==> config.mk <==
export PLATFORM = sky130hd
export DESIGN_NAME = rr_arb_mux
export DESIGN_NICKNAME = d
export VERILOG_FILES = /design/src/rtl/rr_arb_mux.sv
export SDC_FILE = /design/constraint.sdc
export NUM_CORES = 1
export LEC_CHECK = 0
export BUFFER_PORTS_ARGS = -buffer_cell sky130_fd_sc_hd__buf_2
export CORE_MARGIN = 1.5
export CORE_UTILIZATION = 42
export DETAILED_ROUTE_END_ITERATION = 6
export GPL_TIMING_DRIVEN = 0
export PLACE_DENSITY = 0.84
export SLEW_MARGIN = 20
export SYNTH_ARGS = -nofsm -noshare
export SYNTH_HDL_FRONTEND = slang
export SYNTH_SLANG_ARGS = --single-unit
==> constraint.sdc <==
create_clock -name clk -period 2.3 [get_ports clk]
set_input_delay 0.46 -clock clk [delete_from_list [all_inputs] [get_ports clk]]
set_output_delay 0.46 -clock clk [all_outputs]
set_load 0.02 [all_outputs]
==> src/rtl/rr_arb_mux.sv <==
// rtl/rr_arb_mux.sv - N-input round-robin arbitrated mux with a one-entry registered output slot
module rr_arb_mux #(
  parameter int N = 4,
  parameter int W = 8,
  localparam int SW = $clog2(N)
) (
  input  logic           clk,
  input  logic           rst,
  input  logic [N-1:0]   in_valid,
  input  logic [N*W-1:0] in_data,
  output logic [N-1:0]   in_ready,
  output logic           out_valid,
  output logic [W-1:0]   out_data,
  output logic [SW-1:0]  out_sel,
  input  logic           out_ready
);

  logic          out_valid_q, out_valid_d;
  logic [W-1:0]  out_data_q, out_data_d;
  logic [SW-1:0] out_sel_q, out_sel_d;
  logic [SW-1:0] last_grant_q, last_grant_d;

  logic [SW-1:0] grant;
  logic [SW-1:0] cand;
  logic          any_valid;
  logic          load_en;
  logic          xfer;
  logic [W-1:0]  lane [N];
  logic [W-1:0]  grant_data;

  always_comb begin
    for (int i = 0; i < N; i++) begin
      lane[i] = in_data[i*W +: W];
    end
  end

  // Search starts just past the previous winner; the first valid hit wins.
  always_comb begin
    grant     = '0;
    cand      = '0;
    any_valid = 1'b0;
    for (int k = 1; k <= N; k++) begin
      cand = SW'((int'(last_grant_q) + k) % N);
      if (!any_valid && in_valid[cand]) begin
        grant     = cand;
        any_valid = 1'b1;
      end
    end
  end

  assign grant_data = lane[grant];
  assign load_en    = !out_valid_q || out_ready;
  assign xfer       = load_en && any_valid;

  always_comb begin
    in_ready = '0;
    for (int i = 0; i < N; i++) begin
      in_ready[i] = !rst && xfer && (grant == SW'(i));
    end
  end

  always_comb begin
    out_valid_d  = out_valid_q;
    out_data_d   = out_data_q;
    out_sel_d    = out_sel_q;
    last_grant_d = last_grant_q;
    if (xfer) begin
      out_valid_d  = 1'b1;
      out_data_d   = grant_data;
      out_sel_d    = grant;
      last_grant_d = grant;
    end else if (load_en) begin
      out_valid_d = 1'b0;
    end
  end

  always_ff @(posedge clk or posedge rst) begin
    if (rst) begin
      out_valid_q  <= 1'b0;
      out_data_q   <= '0;
      out_sel_q    <= '0;
      last_grant_q <= SW'(N - 1);
    end else begin
      out_valid_q  <= out_valid_d;
      out_data_q   <= out_data_d;
      out_sel_q    <= out_sel_d;
      last_grant_q <= last_grant_d;
    end
  end

  assign out_valid = out_valid_q;
  assign out_data  = out_data_q;
  assign out_sel   = out_sel_q;

endmodule

# Yosys cells after proc, flatten, opt, wreduce, memory -nomap -nowiden
# Index checks and enable logic that the tools add are counted.
# word_totals
ff_bits	13
in_bits	39
output_inout_bits	15
wordCells	55
# classes
n_addsub	4
magnitude_cmp	5
eq_ne	3
n_mux	21
n_bitwise	1
reduce_logical	17
# ops
op	n
$bmux W8 S2	1
$mux W8	2
$lt A2 B3 Y1 const B	4
$mux W1	10
$logic_and A1 B1 Y1	9
$bmux W1 S2	4
$mux W2	4
$logic_not A1 Y1	5
$add A2 B1 Y2 const B	2
$add A2 B2 Y2 const B	2
$eq A2 B2 Y1 const B	2
$ge A3 B3 Y1 const B	1
$not A2 Y3	1
$eq A2 B1 Y1 const B	1
$logic_not A2 Y1	1
$reduce_bool A2 Y1	1
$logic_or A1 B1 Y1	1

# Longest topological paths before layout
# Gate-level depths: netlist (run 1).
# logic_depth
depth_word	17
ltp_mapped	6
ltp_nobuf	5

# Worst setup path before layout (run 1)
# OpenSTA, ideal clock, no wires.
# synth_timing
kind	input port to output port
startpoint	input port in_valid[1]
endpoint	output port in_ready[3]
arrival_ns	1.663
required_time_ns	1.840
slack_ns	0.177
cell_stages	5
path_buffers	1
path_cell_list	or2b_4 o22ai_1 buf_4 nor2_4 nor3_1
# synth_between
elab_chain_len	15
elab_cells_between_ends	26
cone_classes	eq/ne (1); mux (16); reduce/logical (9)
# synth_rtl
item	line	text
start: declaration	9	input logic [N-1:0] in_valid,
$bmux W1 S2	44	if (!any_valid && in_valid[cand]) begin
$mux W1 (not written as such)	44	
$mux W1	44	
$logic_not A1 Y1	44	
$logic_and A1 B1 Y1	44	
$mux W1	44	
$logic_not A1 Y1	44	
$logic_and A1 B1 Y1	44	
$mux W1	44	
$logic_not A1 Y1	44	
$logic_and A1 B1 Y1	44	
$mux W1	44	
$logic_and A1 B1 Y1	53	assign xfer = load_en && any_valid;
$logic_and A1 B1 Y1	58	in_ready[i] = !rst && xfer && (grant == SW'(i));
$logic_and A1 B1 Y1 *	58	
end: declaration	11	output logic [N-1:0] in_ready,
# Every way passes the cells marked *; elsewhere a longest branch is shown, timed or not. The select of a mux whose other input is x is not followed.

# Worst setup path in the final report (run 1)
# layout_timing
startpoint	register last_grant_q[1]
endpoint	output port in_ready[1]
# layout_between
elab_chain_len	16
elab_cells_between_ends	30
cone_classes	add/sub (4); eq/ne (1); mux (16); reduce/logical (9)
# layout_rtl
item	line	text
start: declaration	21	logic [SW-1:0] last_grant_q, last_grant_d;
start signal: assignment	82	last_grant_q <= SW'(N - 1);
start signal: assignment	87	last_grant_q <= last_grant_d;
$add A2 B1 Y2	43	cand = SW'((int'(last_grant_q) + k) % N);
$bmux W1 S2	44	
$mux W1 (not written as such)	44	
$mux W1	44	
$logic_not A1 Y1	44	
$logic_and A1 B1 Y1	44	
$mux W1	44	
$logic_not A1 Y1	44	
$logic_and A1 B1 Y1	44	
$mux W1	44	
$logic_not A1 Y1	44	
$logic_and A1 B1 Y1	44	
$mux W1	44	
$logic_and A1 B1 Y1	53	
$logic_and A1 B1 Y1	58	
$logic_and A1 B1 Y1 *	58	
# Marked as above.

==> results.md, run 1 <==
- Status: finished, violations left
- Dominant synthesized flop cell: dfrtp_1
- Vias/cell: 5.28
- Worst setup EP type: primary output
- Synth area leader: dfrtp_1
- Post-synthesis sequential area ratio: 37.8%
- Post-Synthesis Net Count: 133
- Inserted Clock Buffers: 3
- Largest net degree at the start of global routing: 16
- Critical Path AT: 1.93 ns
- Detailed-route DRC error count: 0
- Critical path class: reg -> out
- Final worst setup slack: -0.0880 ns
- Slew HR: 60.8%
- Met2 Usage GRT: 38.4%
- Beginning of the critical path: last_grant_q[1]$_DFFE_PP1P_
- Filler Cell Count: 173
- Path depth of the worst reg2reg path: 8
- Synthesized area: 867 um^2
- Final Critical Period: 2.39 ns
- Met3 usage: 5.25%
- # clock sinks: 13
- FF+latch count, synth: 13
- Unrepaired setup endpoints after global routing: yes
- Die area: 2350 um^2
- CTS clk-pin slew, worst paths: 0.09 ns
- Switch Pwr: 401 uW
- Pint: 593 uW
- Worst path slowest cell: dfstp_2
- Number of vias in the routed layout: 1004
- CTS root buf: clkbuf_4
- Top cells by area, synth: dfrtp_1 32%, a211oi_1 14%, mux2i_1 10%, nor3b_1 6.9%, dfstp_2 6.1%
- Mean Syn Cell Area: 9.22 um^2
- NumNets Final: 203
- Synth unique cells: 29
- Synthesized-area fraction occupied by adder cells: 0%
- CTS tree: built
- GPL Wtd Cong: 0.845
- Slowest stage delay, CP: 0.59 ns
- CORE AREA: 1960 um^2
- First-pass GRT wire length: 4130 um
- Rows: 16
- Skew-Pair Late Insertion Delay: 0.28 ns
- Violated checks: setup timing
- Pwr Density: 733 nW/um^2
- Longest Clk Path Bufs: 2
- Die W: 48.4 um
- EDFF count, synth: 0
- Initial Utilization: 44.2%
- Diodes inserted: 0
- Max cap viols: 0
- Hold Path Class: in -> async
- Logic pwr share: 51.7%
- Detailed Route Iter0 Violations: 18
- P_leak: 0.658 nW
- Avg WL per Cell: 14.1 um
- Crit path cell chain: mux2i_1 > o22ai_2 > or2_1 > buf_6 > and3_4 > buf_6
- Synth Area in Compound Gates: 24.5%
- I/O Buffers: 53
- Final period util: 104%
- Final Max Tran Viols: 0
- Worst R2R Setup Slack: 0.23 ns
- Busiest layer in global routing: met2
- Grt total ovfl: 0
- Clock skew: 0.0108 ns
- Max VDD drop: 0.481 mV
- Critical Path RT: 1.84 ns
- Hold violation total from the final report: 0
- CP Buf/Inv Count: 2
- F_max: 0.419 GHz
- DP HPWL: 1760 um
- Die Ht: 48.4 um
- Area share of the largest cell type after synthesis: 31.7%
- Synth Warn #: 0
- CP Max Fanout: 6
- Slew @ Worst Pin: 0.587 ns
- Post-route ant nets: 0
- Crit Reg-Reg Startpoint: last_grant_q[1]$_DFFE_PP1P_
- Top delay family on crit path: flip-flops
- First-pass iteration count of the detailed router: 5
- Boundary Pins: 54
- H-Tree Depth: 1
- Largest family of logic cells by synthesized area: compound AO/OA/AOI/OAI gates
- Sw Ratio: 40.3%
- DRT Wirelength: 2680 um
- GR Layer Usage met1: 28.3%
- Cell Count Post-Placement: 174
- Layout area overhead: 56.6%
- Vias in the first global route: 941
- Clock share of power: 14.9%
- FF-to-FF End: out_data[1]$_DFFE_PP0P_
- Initial antenna violation count: 0
- Hold WS: 0.274 ns
- Synth Area in XOR/XNOR: 0%
- Fin cells: 190
- CP Launch Type: register
- Ys async rst share: 100%
- Mux contribution to synthesized area: 10.4%
- Total GRT Usage: 22.7%
- Most used cell, CP: buf_6
- Flop pwr share: 33.4%
- Hold-fix buffers, CTS: 0
- Simple-Gate Fraction of Synth Area: 22.4%
- Setup violators final: 3
- Gate Count Post-Synth: 94
- Setup TNS: -0.152 ns
- Layout cells sized above 1: 51.5%
stage by stage:
stage	instance area, um^2	power, mW	setup WS (ns)	util [%]
after floorplan	867	0.611	0.177	-
after global placement	1170	0.737	-0.0698	59.4
after detailed placement	1170	0.751	-0.0958	59.4
after CTS	1280	0.941	0.00221	65.1
after global routing	1360	1.05	-0.109	69.2
final	1360	0.994	-0.0880	69.2
synthesized netlist by cell type (2+ instances only):
library cell   n
a211oi_1      16
nor2_1        12
dfrtp_1       11
mux2i_1        9
nor3b_1        8
nand2_1        5
inv_1          4
a21oi_1        3
o21ai_0        3
and3_1         2
dfstp_2        2
nor3_1         2
cell type report:
type / count / area, um^2 / area share [%]
multi-input combinational: 73 / 548 / 40.4
inverter: 4 / 15.0 / 1.11
sequential: 13 / 328 / 24.1
buffer: 4 / 33.8 / 2.49
timing repair buffer: 65 / 373 / 27.5
clock buffer: 4 / 26.3 / 1.94
tap: 27 / 33.8 / 2.49
sequential cells by signal (all words and copies together) (netlist names):
name	cells
last_grant_q	2
out_data	8
out_sel	2
out_valid	1
layout by cell type, fill, tap and decap left out, drive strengths merged:
cell,count
or2b,1
and3,2
a21o,1
nand2,5
inv,4
o21ai,3
a21oi,4
a31oi,1
nand3,1
and2b,1
nor3b,8
mux2i,9
nor3,2
a211oi,16
a21bo,1
nor4,1
nor2,13
or2,1
o21a,1
a2bb2oi,1
clkbuf,5
buf,68
dfrtp,11
o22ai,1
dfstp,2
worst max path at each step:
stage               slack [ns]  cells after the start           to
finish                   -0.09                      6  in_ready[1]
global route             -0.11                      6  in_ready[1]
CTS                      0.002                      6  in_ready[3]
detailed placement        -0.1                      6  in_ready[0]
global placement         -0.07                      6  in_ready[0]
floorplan                 0.18                      5  in_ready[3]
cells by family (layout without fill, tap and decap cells):
kind of cell,Yosys count,in the layout
AND/OR/NAND/NOR,35,35
flip-flops,13,13
AO/OA/AOI/OAI,29,29
multiplexers,9,9
buffers and inverters,8,77
routing by layer:
| layer | share of wire (%) | vias to the layer above |
|---|---|---|
| met1 | 43 | 458 |
| met4 | 1.2 | 0 |
| li1 | - | 491 |
| met2 | 49 | 50 |
| met5 | 0 | - |
| met3 | 6.0 | 5 |
timing repair:
item | CTS | global route
gates resized for setup | 4 | 14
endpoints found under the setup margin | 4 | 3
pin swaps | 4 | 3
buffers inserted | 9 | 3
power by group through the flow:
| stage | Combinational (mW) | Sequential (mW) | Clock (mW) |
|---|---|---|---|
| 6_report | 0.514 | 0.332 | 0.148 |
| 5_1_grt | 0.552 | 0.341 | 0.162 |
| 4_1_cts | 0.466 | 0.329 | 0.146 |
| 3_5_place_dp | 0.418 | 0.333 | 0 |
| 3_3_place_gp | 0.405 | 0.332 | 0 |
| 2_1_floorplan | 0.213 | 0.398 | 0 |
Power figures use the tool's default switching activity.
==> inputs of run 2 (changes only) <==
--- a/config.mk
+++ b/config.mk
@@ -10,6 +10,7 @@
 export CORE_UTILIZATION = 42
 export DETAILED_ROUTE_END_ITERATION = 6
 export GPL_TIMING_DRIVEN = 0
+export MAX_ROUTING_LAYER = met4
 export PLACE_DENSITY = 0.84
 export SLEW_MARGIN = 20
 export SYNTH_ARGS = -nofsm -noshare
==> run 2 against run 1 <==
Effect of this change: the flow now finishes without violations; largest cell class unchanged; wire length is 3.7% lower; critical path depth is 1 lower; largest power group unchanged; critical endpoint unchanged; hold slack worse by 0.028 ns; power is 1.6% lower.
==> results.md, run 2 (synthesized netlist as in run 1, its figures left out) <==
- Most common cell after layout, fill and taps aside: buf_2
- Worst slack, placed: -0.0945 ns (+0.00128 ns)
- Hold-fix buffers, CTS: 0 (unchanged)
- Clock skew: 0.00769 ns (-0.00308 ns)
- Slew HR: 62.9% (+2.0 points)
- Footprint of the multi-input gates: 556 um^2 (+1.4%)
- First-pass iteration count of the detailed router: 4 (-1)
- # clock sinks: 13 (unchanged)
- DRT Wirelength: 2580 um (-3.7%)
- Vias in the first global route: 955 (+1.5%)
- Post-route ant nets: 0 (unchanged)
- Largest register FFs: 8 (unchanged)
- Initial antenna violation count: 0 (unchanged)
- Longest Clk Path Bufs: 2 (unchanged)
- Total GRT Usage: 23.6% (+0.83 points)
- H-Tree Depth: 1 (unchanged)
- Pwr Density: 733 nW/um^2 (about the same)
- Unrepaired setup endpoints after global routing: yes
- Max cap viols: 0 (unchanged)
- Critical Path RT: 1.84 ns (about the same)
- F_max: 0.440 GHz (+5.1%)
- Grt total ovfl: 0 (unchanged)
- Hold violation total from the final report: 0 (unchanged)
- Busiest layer in global routing: met2
- Status: completed
- Filler Cell Count: 173 (unchanged)
- Detailed-route DRC error count: 0 (unchanged)
- CP Max Fanout: 5 (-1)
- Diodes inserted: 0 (unchanged)
- Most frequent cells in the layout: 49 x buf_2, 16 x a211oi_1, 12 x nor2_1
- Hold Path Class: in -> async
- Largest net degree at the start of global routing: 16 (unchanged)
- GPL Wtd Cong: 0.869 (+2.8%)
- CP Launch Type: register
- CTS tree: built
- Die Ht: 48.4 um (unchanged)
- Initial Utilization: 44.2% (unchanged)
- Max VDD drop: 0.484 mV (+0.70%)
- Seq. cell area: 328 um^2 (unchanged)
- Met2 Usage GRT: 41.0% (+2.5 points)
- CTS clk-pin slew, worst paths: 0.09 ns (about the same)
- I/O Buffers: 53 (unchanged)
- Rows: 16 (unchanged)
- Final Critical Period: 2.27 ns (-0.116 ns)
- Avg WL per Cell: 13.9 um (-1.7%)
- Layout area overhead: 54.1%
- Skew-Pair Late Insertion Delay: 0.29 ns (about the same)
- Layout cells sized above 1: 52.8% (+1.3 points)
- Hold WS: 0.246 ns (-0.0278 ns)
- Boundary Pins: 54 (unchanged)
- P_leak: 0.638 nW (-3.0%)
- Setup violators final: 0 (-3)
- First-pass GRT wire length: 4100 um (-0.68%)
- Met3 usage: 3.09% (-2.2 points)
- DP HPWL: 1800 um (+2.1%)
- Final Max Tran Viols: 0 (unchanged)
- Number of vias in the routed layout: 993 (-1.1%)
- Critical path class: reg -> out
- Worst setup EP type: primary output
- Detailed Route Iter0 Violations: 7 (-11)
- Critical Path AT: 1.81 ns (-0.12 ns)
- Die W: 48.4 um (unchanged)
- Slew @ Worst Pin: 0.557 ns (-0.0307 ns)
- CORE AREA: 1960 um^2 (unchanged)
- GR Layer Usage met1: 27.4% (-0.83 points)
- NumNets Final: 199 (-2.0%)
- CTS root buf: clkbuf_4
- Final period util: 98.8% (-5.0 points)
- Final worst setup slack: 0.0277 ns (+0.116 ns)
- Inserted Clock Buffers: 3 (unchanged)
- Vias/cell: 5.34 (+1.0%)
- Die area: 2350 um^2 (unchanged)
==> run 2: repair_timing <==
item / in CTS / in global routing
resized for setup: 9 / 12
cloned: 0 / 0
setup buffers: 7 / 2
pin swaps: 5 / 5
setup endpoints to repair: 4 / 4
==> run 2: worst paths after layout <==
kind                                        startpoint                      end  slack (ns)  cells after the start
min in group clk                             out_ready    out_valid$_DFFE_PP0P_        0.42                      4
min reg2reg                     out_sel[1]$_DFFE_PP0P_   out_sel[1]$_DFFE_PP0P_        0.48                      2
min                                                rst  out_data[6]$_DFFE_PP0P_        0.25                      2
max reg2reg                last_grant_q[1]$_DFFE_PP1P_  out_data[6]$_DFFE_PP0P_        0.37                      8
max in group asynchronous                          rst  out_data[2]$_DFFE_PP0P_        1.68                      2
max                        last_grant_q[1]$_DFFE_PP1P_              in_ready[1]        0.03                      5
==> run 2: metrics by stage <==
stage | utilization [%] | instance area [um^2] | std cells | TNS, ns | power [mW]
after floorplan | - | 867 | 94 | 0 | 0.611
after CTS | 65.6 | 1290 | 185 | 0 | 0.955
after global routing | 68.1 | 1340 | 186 | -0.0915 | 1.03
after global placement | 59.4 | 1170 | 174 | -0.148 | 0.737
final | 68.1 | 1340 | 186 | 0 | 0.979
after detailed placement | 59.4 | 1170 | 174 | -0.179 | 0.751
==> run 2: power breakdown <==
| part | internal [mW] | total, mW | leakage [nW] | switching (mW) |
|---|---|---|---|---|
| clock | 0.0647 | 0.149 | 0.0177 | 0.0846 |
| combinational | 0.220 | 0.496 | 0.478 | 0.277 |
| sequential | 0.295 | 0.333 | 0.142 | 0.0383 |
==> run 2: cell type report <==
| class | count | area share [%] |
|---|---|---|
| Sequential cell | 13 | 24.5 |
| Buffer | 3 | 1.69 |
| Clock inverter | 1 | 0.375 |
| Multi-Input combinational cell | 73 | 41.6 |
| Clock buffer | 3 | 1.69 |
| Inverter | 4 | 1.12 |
| Tap cell | 27 | 2.53 |
| Timing Repair Buffer | 62 | 26.5 |
==> run 2: per-layer routing <==
layer,part of all wire (%),vias to the layer above
met5,0,-
met4,1.6,0
met3,5.2,5
met2,51,43
met1,43,465
li1,-,480
==> run 2: worst max-delay path: stages (launching register included) <==
cell and delay (ns):
dfstp_2 0.59, mux2i_1 0.23, o22ai_2 0.11, or2_4 0.29, and3_4 0.18, buf_6 0.12
==> inputs of run 3 (changes only) <==
--- a/config.mk
+++ b/config.mk
@@ -5,6 +5,7 @@
 export SDC_FILE = /design/constraint.sdc
 export NUM_CORES = 1
 export LEC_CHECK = 0
+export ABC_AREA = 0
 export BUFFER_PORTS_ARGS = -buffer_cell sky130_fd_sc_hd__buf_2
 export CORE_MARGIN = 1.5
 export CORE_UTILIZATION = 42
@@ -12,6 +13,7 @@
 export GPL_TIMING_DRIVEN = 0
 export MAX_ROUTING_LAYER = met4
 export PLACE_DENSITY = 0.84
+export SETUP_SLACK_MARGIN = 0.15
 export SLEW_MARGIN = 20
 export SYNTH_ARGS = -nofsm -noshare
 export SYNTH_HDL_FRONTEND = slang
==> run 3 against run 2 <==
Effect of this change: the flow now finishes with violations (setup timing); largest power group unchanged; clock power rose by 4%; maximum frequency is 4.9% lower; critical path type unchanged; via count increased by 3.5%; core utilization grew 4.1 points; power is 7.5% higher; combinational power rose by 14%.
==> results.md, run 3 (synthesized netlist as in run 1, its figures left out) <==
- Detailed-route DRC error count: 0 (unchanged)
- Critical Path RT: 1.84 ns (about the same)
- CORE AREA: 1960 um^2 (unchanged)
- Worst path slowest cell: dfstp_2
- Final Max Tran Viols: 0 (unchanged)
- Skew-Pair Late Insertion Delay: 0.30 ns (about the same)
- Most common cell after layout, fill and taps aside: buf_2
- Initial antenna violation count: 0 (unchanged)
- Largest net degree at the start of global routing: 16 (unchanged)
- Status: finished, violations left
- Longest Clk Path Bufs: 2 (unchanged)
- Rows: 16 (unchanged)
- Layout cells sized above 1: 57.3% (+4.5 points)
- Detailed Route Iter0 Violations: 27 (+20)
- Worst setup EP type: primary output
- Grt total ovfl: 0 (unchanged)
- Hold violation total from the final report: 0 (unchanged)
- Hold Path Class: in -> async
- Slew HR: 61.4% (-1.4 points)
- F_max: 0.419 GHz (-4.9%)
- Slew @ Worst Pin: 0.578 ns (+0.0212 ns)
- Post-route ant nets: 0 (unchanged)
- Clock skew: 0.0101 ns (+0.00242 ns)
- Layout area overhead: 63.3%
- Setup violators final: 4 (+4)
- Hold WS: 0.262 ns (+0.0154 ns)
- Number of vias in the routed layout: 1028 (+3.5%)
- First-pass GRT wire length: 4420 um (+7.9%)
- Die W: 48.4 um (unchanged)
- Final Critical Period: 2.39 ns (+0.116 ns)
- Avg WL per Cell: 15.8 um (+14%)
- Max VDD drop: 0.539 mV (+11%)
- CTS tree: built
- Diodes inserted: 0 (unchanged)
- Die Ht: 48.4 um (unchanged)
- Largest register FFs: 8 (unchanged)
- Power Total: 1.05 mW (+7.5%)
- Critical path class: reg -> out
- Worst R2R Setup Slack: 0.16 ns (-0.21 ns)
- Hold-fix buffers, CTS: 0 (unchanged)
- Vias/cell: 5.38 (+0.81%)
- Most frequent cells in the layout: 49 x buf_2, 13 x buf_4, 12 x nor2_1
- I/O Buffers: 53 (unchanged)
- CP Launch Type: register
- Critical Path AT: 1.93 ns (+0.12 ns)
- GPL Wtd Cong: 0.869 (unchanged)
- Total GRT Usage: 25.3% (+1.7 points)
- P_leak: 0.672 nW (+5.4%)
- Slowest stage delay, CP: 0.58 ns (about the same)
- Pwr Density: 743 nW/um^2 (+1.4%)
- H-Tree Depth: 1 (unchanged)
- Crit path cell chain: buf_4 > inv_2 > o22ai_2 > buf_4 > nor2_4 > buf_6 > nor3_4 > buf_6
- Inserted Clock Buffers: 3 (unchanged)
- DP Area: 1170 um^2 (unchanged)
- CTS clk-pin slew, worst paths: 0.09 ns (about the same)
- CP Max Fanout: 4 (-1)
- First-pass iteration count of the detailed router: 4 (unchanged)
- Final worst setup slack: -0.0888 ns (-0.116 ns)
- Die area: 2350 um^2 (unchanged)
- # clock sinks: 13 (unchanged)
- CTS root buf: clkbuf_4
- Unrepaired setup endpoints after global routing: yes
- Boundary Pins: 54 (unchanged)
- NumNets Final: 204 (+2.5%)
- Final period util: 104% (+5.1 points)
- DRT Wirelength: 3020 um (+17%)
- Vias in the first global route: 998 (+4.5%)
- Final design utilization: 72.2% (+4.1 points)
- Fin area: 1420 um^2 (+6.0%)
- Initial Utilization: 44.2% (unchanged)
- Max cap viols: 0 (unchanged)
- Worst slack, placed: -0.0945 ns (unchanged)
- Violated checks: setup timing
- DP HPWL: 1800 um (unchanged)
[run 3: cell types whose count changed in the layout (fill, tap and decap cells not counted)]
cell / before / now
or2_4: 1 / 0
nand2_2: 0 / 1
buf_6: 4 / 7
buf_4: 11 / 13
nor3_2: 1 / 0
nor3_4: 1 / 2
nand2_1: 5 / 4
or2_1: 0 / 1
a211oi_1: 16 / 11
a211oi_2: 0 / 5
[run 3: routing by layer]
layer	routed length, um	vias to the layer above	part of all wire [%]	track usage, %
li1	-	490	-	-
met3	176	5	5.8	4.01
met2	1540	53	51	43.5
met1	1260	480	42	29.2
met5	0	-	0	-
met4	44	0	1.5	11.0
[run 3: what timing repair did]
action | 4_1_cts | 5_1_grt
buffers inserted | 11 | 2
pin swaps | 5 | 5
endpoints found under the setup margin | 4 | 4
resized for setup | 16 | 13
endpoints found under the hold margin | 0 | 0
[run 3: cell type report]
type,instances,area (um^2)
Multi-Input combinational cell,73,587
Fill cell,161,546
Timing Repair Buffer,66,392
Sequential cell,13,328
Buffer,4,33.8
Tap cell,27,33.8
Clock buffer,3,22.5
Inverter,4,15.0
Clock inverter,1,5.00
[run 3: where the power goes]
group          switching (mW)  internal [mW]
logic                   0.310          0.252
clock network          0.0901         0.0649
registers              0.0397          0.295
total                   0.440          0.612
[run 3: final timing paths]
path	startpoint	endpoint	cells after the start
hold / removal	rst	out_data[6]$_DFFE_PP0P_	2
max in group asynchronous	rst	out_data[2]$_DFFE_PP0P_	2
hold reg to reg	out_sel[1]$_DFFE_PP0P_	out_sel[1]$_DFFE_PP0P_	2
min in group clk	out_ready	out_valid$_DFFE_PP0P_	4
setup reg to reg	last_grant_q[1]$_DFFE_PP1P_	out_data[0]$_DFFE_PP0P_	9
setup / recovery	last_grant_q[1]$_DFFE_PP1P_	in_ready[3]	8
[run 3: critical path: cells and delay by family (launching register included)]
family	cells	cell delay, ns
and+or+nand+nor	2	0.20
buffers and inverters	5	0.63
AOI/OAI and AO/OA	1	0.21
DFF	1	0.58
[run 3: per-stage QoR]
| stage | std cells | setup TNS, ns |
|---|---|---|
| 2_1_floorplan | 94 | 0 |
| 3_3_place_gp | 174 | -0.148 |
| 3_5_place_dp | 174 | -0.179 |
| 4_1_cts | 189 | 0 |
| 5_1_grt | 191 | -0.349 |
| 6_report | 191 | -0.245 |
